--- src/rtl/rr_mux_arbiter_8.sv ---
// Round-robin arbiter sharing one registered output channel among 8 requesters.
// The winner's word is captured into an output register and offered downstream
// with a valid/ready handshake; back-to-back grants sustain one word per cycle.
module rr_mux_arbiter_8 #(
   parameter int unsigned DATA_W = 8
) (
   input  logic                  clk,
   input  logic                  rst_n,
   input  logic [7:0]            req,
   input  logic [8*DATA_W-1:0]   in_data,
   output logic [7:0]            ack,
   output logic                  out_valid,
   input  logic                  out_ready,
   output logic [DATA_W-1:0]     out_data,
   output logic [2:0]            out_sel,
   output logic                  busy
);

   typedef enum logic [0:0] {StIdle, StHold} state_e;

   state_e            state_q, state_d;
   logic [2:0]        ptr_q;
   logic [2:0]        sel_q;
   logic [DATA_W-1:0] data_q;
   logic [7:0]        ack_q;

   logic [2:0]        win;
   logic              any_req;
   logic              grant;

   assign any_req = |req;

   // Rotating priority search starting at ptr_q, wrapping modulo 8.
   always_comb begin
      logic [2:0] idx;
      logic       found;
      win   = 3'd0;
      found = 1'b0;
      idx   = 3'd0;
      for (int k = 0; k < 8; k++) begin
         idx = ptr_q + 3'(k);
         if (!found && req[idx]) begin
            win   = idx;
            found = 1'b1;
         end
      end
   end

   // State register.
   always_ff @(posedge clk or negedge rst_n) begin
      if (!rst_n) begin
         state_q <= StIdle;
      end else begin
         state_q <= state_d;
      end
   end

   // Next-state and grant decision; a grant in HOLD needs the current word accepted.
   always_comb begin
      state_d = state_q;
      grant   = 1'b0;
      unique case (state_q)
         StIdle: begin
            if (any_req) begin
               grant   = 1'b1;
               state_d = StHold;
            end
         end
         StHold: begin
            if (out_ready) begin
               if (any_req) begin
                  grant = 1'b1;
               end else begin
                  state_d = StIdle;
               end
            end
         end
         default: state_d = StIdle;
      endcase
   end

   // Capture the winner's word, index and ack pulse; advance the pointer past it.
   always_ff @(posedge clk or negedge rst_n) begin
      if (!rst_n) begin
         data_q <= '0;
         sel_q  <= 3'd0;
         ptr_q  <= 3'd0;
         ack_q  <= 8'd0;
      end else if (grant) begin
         data_q <= in_data[32'(win) * DATA_W +: DATA_W];
         sel_q  <= win;
         ptr_q  <= win + 3'd1;
         ack_q  <= 8'd1 << win;
      end else begin
         ack_q  <= 8'd0;
      end
   end

   // Outputs come straight from registers; valid is the HOLD state itself.
   always_comb begin
      out_valid = (state_q == StHold);
      busy      = (state_q == StHold);
      out_data  = data_q;
      out_sel   = sel_q;
      ack       = ack_q;
   end

endmodule

--- config.mk ---
export PLATFORM = sky130hd
export DESIGN_NAME = rr_mux_arbiter_8
export DESIGN_NICKNAME = d
export VERILOG_FILES = /design/src/rtl/rr_mux_arbiter_8.sv
export SDC_FILE = /design/constraint.sdc
export NUM_CORES = 1
export LEC_CHECK = 0
export BUFFER_PORTS_ARGS = -buffer_cell sky130_fd_sc_hd__buf_2
export CELL_PAD_IN_SITES_DETAIL_PLACEMENT = 1
export CELL_PAD_IN_SITES_GLOBAL_PLACEMENT = 1
export CORE_ASPECT_RATIO = 1.25
export CORE_MARGIN = 2
export CORE_UTILIZATION = 35
export DETAILED_ROUTE_END_ITERATION = 16
export MAX_ROUTING_LAYER = met4
export PLACE_DENSITY = 0.84
export SETUP_SLACK_MARGIN = 0.2
export SYNTH_ARGS = -nofsm -noshare
export SYNTH_HDL_FRONTEND = slang
export SYNTH_SLANG_ARGS = --single-unit
export TNS_END_PERCENT = 1
--- constraint.sdc ---
create_clock -name clk -period 13.4 [get_ports clk]
set_clock_uncertainty 0.1 [all_clocks]
set_input_delay 0.67 -clock clk [delete_from_list [all_inputs] [get_ports clk]]
set_output_delay 0.67 -clock clk [all_outputs]
set_load 0.02 [all_outputs]
==> impl_metrics.json <==
{
  "cts_hold_repair.buffers": 0,
  "ant_nets": 0,
  "timing.final.crit_period_ps": 5530,
  "outcome": "completed",
  "achievable-frequency_mhz": 181,
  "grt_antenna_before_repair": 0,
  "multi_input_area_mm2": 0.00168,
  "worstSkewPairLatency_ps": 260,
  "hold_violations": 0,
  "cts_post_setup_buffers_inserted": 0,
  "drt_iter0_drcs": 125,
  "final_number_of_setup_violating_endpoints": 0,
  "powerDensity_mw_per_mm2": 337,
  "insertedDiodeCount": 0,
  "tritoncts.num_buffers": 3,
  "yosys-top-cells-area": "sky130_fd_sc_hd__dfrtp_1 (23%), sky130_fd_sc_hd__mux2_2 (11%), sky130_fd_sc_hd__mux4_2 (11%), sky130_fd_sc_hd__mux2i_1 (9.3%), sky130_fd_sc_hd__inv_1 (3.5%)",
  "synth.cell_area_mm2": 0.00249,
  "worstPathRequired_ps": 13430,
  "clock_root_cell": "sky130_fd_sc_hd__clkbuf_8",
  "worst-path-max-fanout": 25,
  "vias_per_cell": 5.76,
  "cts.clk_slew.worst_paths_ps": 90,
  "pin_count_of_the_biggest_net_entering_global_routing": 38,
  "synth-seq-area-share": 0.232,
  "p_sw_mw": 0.523,
  "finalPower_mw": 1.01,
  "final-max-slew-violation-count": 0,
  "number_of_warning_messages_in_the_yosys_log": 0,
  "grt.total_usage": 0.202,
  "cp-startpoint": "ptr_q[0]",
  "final_critical_path_setup_slack_ps": 7870,
  "power.share.combinational": 0.821,
  "grt_pass1_wl_mm": 12.3,
  "post_cts_resize_count": 0,
  "syn_avg_cell_area_um2": 9.79,
  "synth-async-reset-ratio": 1.00,
  "static-leakage-power_nw": 1.42,
  "initial_utilization": 0.359,
  "drtPass1Iterations": 4,
  "via_count_of_the_first_global_routing_pass": 2489,
  "synth_edf_count": 0,
  "mappedNetlistNets": 332,
  "area.growth.synth_to_final_pct": 20.3,
  "final.period_utilization": 0.413,
  "num_io_pins": 96,
  "rsz0062_at_grt": "no",
  "end_kind": "register",
  "overflow": 0,
  "ctsLongestPathBuffers": 2,
  "register_area_um2": 576,
  "post-dp-hpwl_mm": 6.00,
  "detail_route.drc_violations": 0,
  "slew-limit-headroom": 0.325,
  "rr_startpoint": "ptr_q[0]",
  "drive_above_1_share": 0.444,
  "irDropWorstVdd_v": 0.000149,
  "die_area_mm2": 0.00780,
  "synthCells": 254,
  "yosysUniqueCellTypes": 48,
  "p_seq_frac": 0.136,
  "detailedPlace.worstSlack_ps": 7920,
  "hold_class": "in -> async",
  "number_of_h_tree_branching_levels": 1,
  "die-height_um": 98.2,
  "design.core.area_mm2": 0.00693,
  "arrival_worst_endpoint_ps": 5560,
  "clock_power_share": 0.043,
  "numPortBuffers": 95,
  "type_of_element_launching_the_critical_path": "register",
  "detailed_route_wire_length_per_cell_um": 18.2,
  "tightest_slew_ps": 1010,
  "timing_worst_setup_path_type": "reg -> reg",
  "floorplan.rows": 34,
  "switching_share": 0.519,
  "gp_congestion": 0.996,
  "maxCapViolCount": 0,
  "wirelength_routed_mm": 7.71,
  "cts.sink_count": 23,
  "num_vias": 2437,
  "dieWidth_um": 79.4,
  "internal-power_mw": 0.484,
  "final_net_count": 412,
  "ys_dominant_reg_cell": "sky130_fd_sc_hd__dfrtp_1",
  "netlist.top_cell.by_area": "sky130_fd_sc_hd__dfrtp_1",
  "number_of_register_bits_inferred_by_synthesis": 23,
  "yosysTopAreaCellShare": 0.232,
  "final.setup.tns_ps": 0,
  "fill_cells": 858,
  "tritoncts": "done"
}
[power groups by stage]
stage                     clock network, mW  logic, mW  registers [mW]
final                                0.0435      0.827           0.137
after global routing                 0.0484      0.891           0.143
after CTS                            0.0459      0.824           0.137
after detailed placement                  0      0.820           0.139
after global placement                    0      0.795           0.137
after floorplan                           0      0.685           0.145
[critical path: stages (launching register included)]
cell,delay [ps]
sky130_fd_sc_hd__dfrtp_1,980
sky130_fd_sc_hd__inv_1,280
sky130_fd_sc_hd__ha_1,730
sky130_fd_sc_hd__mux4_2,630
sky130_fd_sc_hd__and2_1,210
sky130_fd_sc_hd__o32a_1,390
sky130_fd_sc_hd__or4_4,540
sky130_fd_sc_hd__o211ai_4,380
sky130_fd_sc_hd__or2_1,590
sky130_fd_sc_hd__o211ai_1,180
sky130_fd_sc_hd__o2111ai_1,200
sky130_fd_sc_hd__o221ai_1,170
[per-stage QoR]
step / util / hold slack (ps) / cells / instance area (um2)
2_1_floorplan: - / 274 / 254 / 2490
3_3_place_gp: 0.425 / 383 / 419 / 2940
3_5_place_dp: 0.425 / 384 / 419 / 2940
4_1_cts: 0.431 / 296 / 423 / 2990
5_1_grt: 0.431 / 306 / 423 / 2990
6_report: 0.431 / 281 / 423 / 2990
[final timing paths]
| kind | endpoint | slack [ps] | depth (start not counted) |
|---|---|---|---|
| setup / recovery | out_data[2] | 7870 | 11 |
| setup reg to reg | out_data[2] | 7870 | 11 |
| hold / removal | ptr_q[0] | 280 | 1 |
| min in group clk | out_sel[0] | 400 | 1 |
| max in group asynchronous | ack[3] | 12560 | 1 |
| hold reg to reg | out_sel[0] | 400 | 1 |
[registers in the layout, summed over array words and instances (netlist names)]
| register | cells |
|---|---|
| out_data | 8 |
| busy | 1 |
| ptr_q | 3 |
| ack | 8 |
| out_sel | 3 |
[layout by cell type, fill, tap and decap left out, types with 3 or more instances in the layout]
| cell | n |
|---|---|
| sky130_fd_sc_hd__mux2_2 | 24 |
| sky130_fd_sc_hd__inv_1 | 23 |
| sky130_fd_sc_hd__buf_2 | 95 |
| sky130_fd_sc_hd__dfrtp_1 | 23 |
| sky130_fd_sc_hd__mux2_4 | 3 |
| sky130_fd_sc_hd__o21ai_0 | 15 |
| sky130_fd_sc_hd__nor3_1 | 9 |
| sky130_fd_sc_hd__mux2i_1 | 23 |
| sky130_fd_sc_hd__a21oi_1 | 6 |
| sky130_fd_sc_hd__nor2_1 | 14 |
| sky130_fd_sc_hd__o21a_1 | 3 |
| sky130_fd_sc_hd__o211ai_1 | 8 |
| sky130_fd_sc_hd__nand2_1 | 5 |
| sky130_fd_sc_hd__o2111ai_1 | 7 |
| sky130_fd_sc_hd__a21o_1 | 3 |
| sky130_fd_sc_hd__mux4_2 | 12 |
| sky130_fd_sc_hd__a221oi_1 | 6 |
| sky130_fd_sc_hd__ha_1 | 3 |
| sky130_fd_sc_hd__clkbuf_8 | 3 |
| sky130_fd_sc_hd__o221ai_1 | 8 |
[synthesized netlist by cell type, types with 5 or more instances]
cell type,count
sky130_fd_sc_hd__mux2_2,24
sky130_fd_sc_hd__dfrtp_1,23
sky130_fd_sc_hd__inv_1,23
sky130_fd_sc_hd__mux2i_1,23
sky130_fd_sc_hd__o21ai_0,15
sky130_fd_sc_hd__nor2_1,14
sky130_fd_sc_hd__mux4_2,12
sky130_fd_sc_hd__nor3_1,9
sky130_fd_sc_hd__o211ai_1,8
sky130_fd_sc_hd__o221ai_1,8
sky130_fd_sc_hd__a21oi_1,7
sky130_fd_sc_hd__buf_6,7
sky130_fd_sc_hd__o2111ai_1,7
sky130_fd_sc_hd__a221oi_1,6
sky130_fd_sc_hd__buf_2,6
sky130_fd_sc_hd__clkbuf_1,6
sky130_fd_sc_hd__nand2_1,5
[kinds of logic (layout without fill, tap and decap cells)]
logic type                 Yosys count  in the layout  share of synthesized area
muxes                               64             64                      0.337
and+or+nand+nor                     43             43                     0.0896
buffers and inverters               46            125                     0.0966
AOI/OAI and AO/OA                   72             72                      0.219
DFF                                 23             23                      0.232
xor gates and xnor gates             3              3                     0.0106
adders and majority gates            3              3                     0.0151
[per-layer routing]
layer	routed length [um]	up-vias	share of wire	GRT usage
met1	3250	1221	0.42	0.250
met2	4010	70	0.52	0.351
li1	-	1132	-	-
met4	136	0	0.018	0.0517
met5	0	-	0	-
met3	308	14	0.040	0.0213
[final cells by class]
| type | count | share of cell area |
|---|---|---|
| multi-input cells | 185 | 0.560 |
| clock inverters | 1 | 0.00167 |
| repair buffers | 97 | 0.164 |
| inverters | 24 | 0.0301 |
| well taps | 90 | 0.0377 |
| flip-flops and latches | 23 | 0.192 |
| clock buffers | 3 | 0.0138 |
Note: power is estimated with default switching activity, not from simulation.
